<file path="src/rtl/fifo_pkg.sv">
// Shared definitions for the FIFO and the fifo_reader skid-buffer front end.
package fifo_pkg;

  localparam int DEFAULT_WIDTH = 8;

  // Occupancy of the two-entry skid buffer.
  typedef enum logic [1:0] {
    EMPTY = 2'd0,
    ONE   = 2'd1,
    TWO   = 2'd2
  } occ_t;

  // Number of words held for a given occupancy state.
  function automatic logic [1:0] occ_level(input occ_t occ);
    logic [1:0] lvl;
    case (occ)
      EMPTY:   lvl = 2'd0;
      ONE:     lvl = 2'd1;
      TWO:     lvl = 2'd2;
      default: lvl = 2'd0;
    endcase
    return lvl;
  endfunction

endpackage

</file>
<file path="src/rtl/skid_buffer.sv">
// Two-entry skid buffer: two data registers addressed by a head select bit,
// with a small occupancy FSM (EMPTY/ONE/TWO).
module skid_buffer
  import fifo_pkg::*;
#(
  parameter int width = DEFAULT_WIDTH
) (
  input  logic             clk,
  input  logic             reset,
  input  logic             capture,
  input  logic             pop,
  input  logic [width-1:0] din,
  output occ_t             occ,
  output logic [width-1:0] dout
);

  occ_t             occ_q;
  occ_t             occ_d;
  logic [width-1:0] entry [2];
  logic             head;
  logic             tail;

  // Slot that the next captured word goes into: the head slot when empty,
  // otherwise the slot behind the head.
  always_comb begin
    tail = head;
    if (occ_q == EMPTY) begin
      tail = head;
    end else begin
      tail = ~head;
    end
  end

  // Occupancy next state: capture adds one, pop removes one, both cancel.
  always_comb begin
    occ_d = occ_q;
    case ({capture, pop})
      2'b10: begin
        case (occ_q)
          EMPTY:   occ_d = ONE;
          ONE:     occ_d = TWO;
          default: occ_d = occ_q;
        endcase
      end
      2'b01: begin
        case (occ_q)
          TWO:     occ_d = ONE;
          ONE:     occ_d = EMPTY;
          default: occ_d = occ_q;
        endcase
      end
      default: occ_d = occ_q;
    endcase
  end

  // Occupancy state register.
  always_ff @(posedge clk) begin
    if (!reset) begin
      occ_q <= EMPTY;
    end else begin
      occ_q <= occ_d;
    end
  end

  // Data entries and head select; a simultaneous capture lands behind the
  // surviving entry because tail is computed from the pre-pop head.
  always_ff @(posedge clk) begin
    if (!reset) begin
      entry[0] <= {width{1'b0}};
      entry[1] <= {width{1'b0}};
      head     <= 1'b0;
    end else begin
      if (capture) begin
        entry[tail] <= din;
      end
      if (pop) begin
        head <= ~head;
      end
    end
  end

  // Oldest entry is always presented.
  always_comb begin
    occ  = occ_q;
    dout = entry[head];
  end

  skid_buffer_checker u_checker (
    .clk   (clk),
    .reset (reset),
    .occ   (occ_q)
  );

endmodule

</file>
<file path="src/rtl/skid_buffer_checker.sv">
// Simulation checker: skid-buffer occupancy only ever moves by one level per edge.
module skid_buffer_checker
  import fifo_pkg::*;
(
  input logic clk,
  input logic reset,
  input occ_t occ
);

  property p_no_level_skip;
    @(posedge clk) disable iff (!reset)
      $past(reset) |-> !((($past(occ) == EMPTY) && (occ == TWO)) ||
                         (($past(occ) == TWO) && (occ == EMPTY)));
  endproperty

  a_no_level_skip: assert property (p_no_level_skip);

endmodule

</file>
<file path="src/rtl/fifo_reader.sv">
// fifo_reader: pulls words from a FIFO with one-cycle read latency and
// presents them on a valid/ready stream through a two-entry skid buffer.
// Optional macro FIFO_READER_STATS_EN adds a 16-bit wordCount output that
// counts completed transfers.
module fifo_reader
  import fifo_pkg::*;
#(
  parameter int width = DEFAULT_WIDTH
) (
  input  logic             clk,
  input  logic             reset,
  input  logic             empty,
  input  logic [width-1:0] fifoData,
  output logic             read,
  output logic             outValid,
  input  logic             outReady,
  output logic [width-1:0] outData
`ifdef FIFO_READER_STATS_EN
  ,
  output logic [15:0]      wordCount
`endif
);

  occ_t       occ;
  logic       in_flight;
  logic       transfer;
  logic [2:0] reserved;
  logic [2:0] slots;

  // Read issue: a read is only issued when a slot is free for the word,
  // counting the word already in flight. A word leaving this cycle frees its
  // slot before the newly requested word can arrive, which keeps the
  // pipeline at one word per cycle while downstream is ready.
  always_comb begin
    transfer = outValid && outReady;
    reserved = {1'b0, occ_level(occ)} + {2'b00, in_flight};
    slots    = 3'd2 + {2'b00, transfer};
    read     = reset && !empty && (reserved < slots);
  end

  // inFlight tracks that the FIFO will present a word at the end of this cycle.
  always_ff @(posedge clk) begin
    if (!reset) begin
      in_flight <= 1'b0;
    end else begin
      in_flight <= read;
    end
  end

  skid_buffer #(
    .width (width)
  ) u_skid (
    .clk     (clk),
    .reset   (reset),
    .capture (in_flight),
    .pop     (transfer),
    .din     (fifoData),
    .occ     (occ),
    .dout    (outData)
  );

  // Output valid whenever the skid buffer holds a word.
  always_comb begin
    outValid = (occ != EMPTY);
  end

`ifdef FIFO_READER_STATS_EN
  // Transfer counter, wraps naturally at 16 bits.
  always_ff @(posedge clk) begin
    if (!reset) begin
      wordCount <= 16'd0;
    end else if (transfer) begin
      wordCount <= wordCount + 16'd1;
    end else begin
      wordCount <= wordCount;
    end
  end
`endif

endmodule

</file>
<file path="config.mk">
export PLATFORM = sky130hd
export DESIGN_NAME = fifo_reader
export DESIGN_NICKNAME = d
export VERILOG_FILES = /design/src/rtl/fifo_pkg.sv /design/src/rtl/skid_buffer.sv /design/src/rtl/skid_buffer_checker.sv /design/src/rtl/fifo_reader.sv
export SDC_FILE = /design/constraint.sdc
export NUM_CORES = 1
export LEC_CHECK = 0
export CAP_MARGIN = 20
export CORE_MARGIN = 2
export CORE_UTILIZATION = 25
export DETAILED_ROUTE_END_ITERATION = 8
export GPL_ROUTABILITY_DRIVEN = 0
export PLACE_DENSITY = 0.54
export SLEW_MARGIN = 20
export SYNTH_ARGS = -nofsm -noshare
export SYNTH_HDL_FRONTEND = slang
export SYNTH_SLANG_ARGS = --single-unit
</file>
<file path="constraint.sdc">
create_clock -name clk -period 3.2 [get_ports clk]
set_input_delay 0.64 -clock clk [delete_from_list [all_inputs] [get_ports clk]]
set_output_delay 0.64 -clock clk [all_outputs]
set_load 0.05 [all_outputs]
</file>
==> reports/metrics.yaml <==
status: "complete, no violations"
r2r_cells: 5
antenna_found_initial: 0
die_h_um: 68.7
yosys_warnings: 0
postCtsHoldBufs: 0
die_w_um: 68.7
cts_buffers: 3
relSlewSlack: 0.666
use_met2: 0.159
ys_top_cells_by_area: "edfxtp_1 (46%), and2_1 (11%), dfxtp_1 (9.6%)"
cp.required_ps: 2560
grt_pass1_vias: 684
ys_types: 22
layout.cells.non_filler: 159
clock_latency_ps: 260
finalWirelength_um: 1880
drc_errors: 0
wl_per_cell_um: 11.8
worstSetupEndpoint: "outValid"
power_switching_w: 0.000178
slew_viol_final: 0
pin_count: 22
synth_edf_count: 16
layout-drive-gt1-share: 0.165
globalRouteMet1Util: 0.102
period_needed_ps: 2560
n_antenna_cell: 0
viasPerCell: 4.18
p_int_w: 0.000459
num-nets-final: 128
switching_share: 0.280
port_buffers: 21
finalHoldViolCount: 0
grt_max_degree: 13
clkPwrFrac: 0.272
path_class: "register to output pin"
yosysMostFrequentCell: "and2_1"
overflow: 0
dieArea_mm2: 0.00472
synth.avg_cell_area_um2: 12.5
tns_ps: 0
p_leak_nw: 0.529
drv_cap: 0
synth_nets: 102
vias: 664
cts_num_sinks: 21
vdd_drop_max_mv: 0.192
drt_pass1_iterations: 4
initial_core_util: 0.260
use_met3: 0.0406
clk_pin_slew_ps: 70
grt_setup_unrepaired: "false"
tightest_slew_ps: 500
busiest_layer: "met2"
ys_ff_latch: 21
hold_path_class: "register to register"
max_freq_mhz: 391
power_density_mw_per_mm2: 468
design.core.area_mm2: 0.00403
cts_setup_buffers: 0
combPwrFrac: 0.225
num_rows: 23
pwr-share-seq: 0.503
grtUsageTotal: 0.0913
yosys-top-cells-count: "and2_1 (18), edfxtp_1 (16), mux2_2 (8)"
timing.final.crit_share: 0.800
finalSetupViolCount: 0
synth_top_area_share: 0.459
seq_area_frac_synth: 0.554
hpwl_um: 1360
critPathMaxFanout: 8
rrSetupSlack_ps: 1550
cts-root-buf: "clkbuf_8"
synth_top_cell_by_area: "edfxtp_1"
final_antenna_net_count: 0
drtIter0Drc: 25
async_flop_share: 0
startpoint: "u_skid.occ[1]"
reg2reg_to: "u_skid.entry[0][2]"
setup.worst_path.start_class: "register"
grt_pass1_wl_um: 3080
netlist_instances: 84
r2r_start: "u_skid.occ[1]"
cts_resized: 0
htreeDepth: 1
syn-cell-area_mm2: 0.00105
finalClockSkew_ps: 2.00
cp_data_arrival_time_ps: 1920
cts_tree: "built"
synth_ff_type: "edfxtp_1"
end_kind: "output pin"
dp_cells: 155
synthToLayoutAreaGrowth_pct: 30.1
final_util: 0.338
clockBufferDepth: 2
==> critical path, stage by stage (launching register included) <==
cell and delay [ps]:
dfxtp_1 390, inv_1 100, ha_1 290, inv_1 80, clkdlybuf4s50_1 790
==> metrics by stage <==
step	worst slack, ps	hold slack (ps)	power, W	cell area, um^2
after detailed placement	735	559	0.000472	1320
after global placement	760	541	0.000471	1320
after CTS	602	569	0.000648	1360
final	641	565	0.000637	1360
after global routing	493	591	0.000674	1360
after floorplan	992	505	0.000422	1050
==> cells by family after synthesis <==
kind of cell / count (synthesis) / share of synthesized area
and+or+nand+nor: 32 / 0.190
DFF: 21 / 0.554
AOI/OAI and AO/OA: 8 / 0.0430
muxes: 8 / 0.0860
buffers and inverters: 6 / 0.0299
adders and majority gates: 6 / 0.0717
xor gates and xnor gates: 3 / 0.0251
==> worst min-delay path by stage <==
stage | startpoint | endpoint | slack (ps) | cells past startpoint
4_1_cts | u_skid.occ[1] | u_skid.occ[1] | 570 | 2
5_1_grt | u_skid.occ[1] | u_skid.occ[1] | 590 | 2
3_3_place_gp | u_skid.occ[1] | u_skid.occ[1] | 540 | 2
3_5_place_dp | u_skid.occ[1] | u_skid.occ[1] | 560 | 2
6_report | u_skid.occ[1] | u_skid.occ[1] | 560 | 2
2_1_floorplan | u_skid.occ[0] | u_skid.occ[0] | 510 | 2
==> flip-flops by register name, indices dropped and copies added (netlist names), named ones only <==
| register | count |
|---|---|
| u_skid.head | 1 |
| u_skid.occ | 2 |
| u_skid.entry | 16 |
| in_flight | 1 |
==> cell type report <==
class                           count  area [um^2]
Timing Repair Buffer               23          223
Multi-Input combinational cell     57          435
Inverter                            4         15.0
Tap cell                           50         62.6
Clock buffer                        3         41.3
Clock inverter                      1         5.00
Sequential cell                    21          581
Fill cell                         414         2670
==> layout by cell type, fill, tap and decap left out, drive strengths merged <==
cell type       n
a21oi           2
a31oi           1
and2           18
and3            2
buf             3
clkbuf          3
clkdlybuf4s50  20
clkinv          1
dfxtp           5
edfxtp         16
ha              6
inv             4
mux2            8
nand2           4
nand2b          1
nand4bb         1
nor2            3
nor2b           2
nor3            1
o21ai           4
o221ai          1
xnor2           2
xor2            1
==> power groups by stage <==
stage	clock, W	sequential [W]	combinational [W]
after floorplan	0	0.000322	0.0000997
after global placement	0	0.000327	0.000144
after detailed placement	0	0.000327	0.000145
after CTS	0.000182	0.000321	0.000145
after global routing	0.000195	0.000323	0.000156
final	0.000173	0.000320	0.000144
==> metal layers <==
metal	share of wire	vias to the layer above
met5	0	-
met4	0.0064	0
met3	0.066	2
met2	0.51	18
met1	0.42	306
li1	-	338
Note: power is estimated with default switching activity, not from simulation.
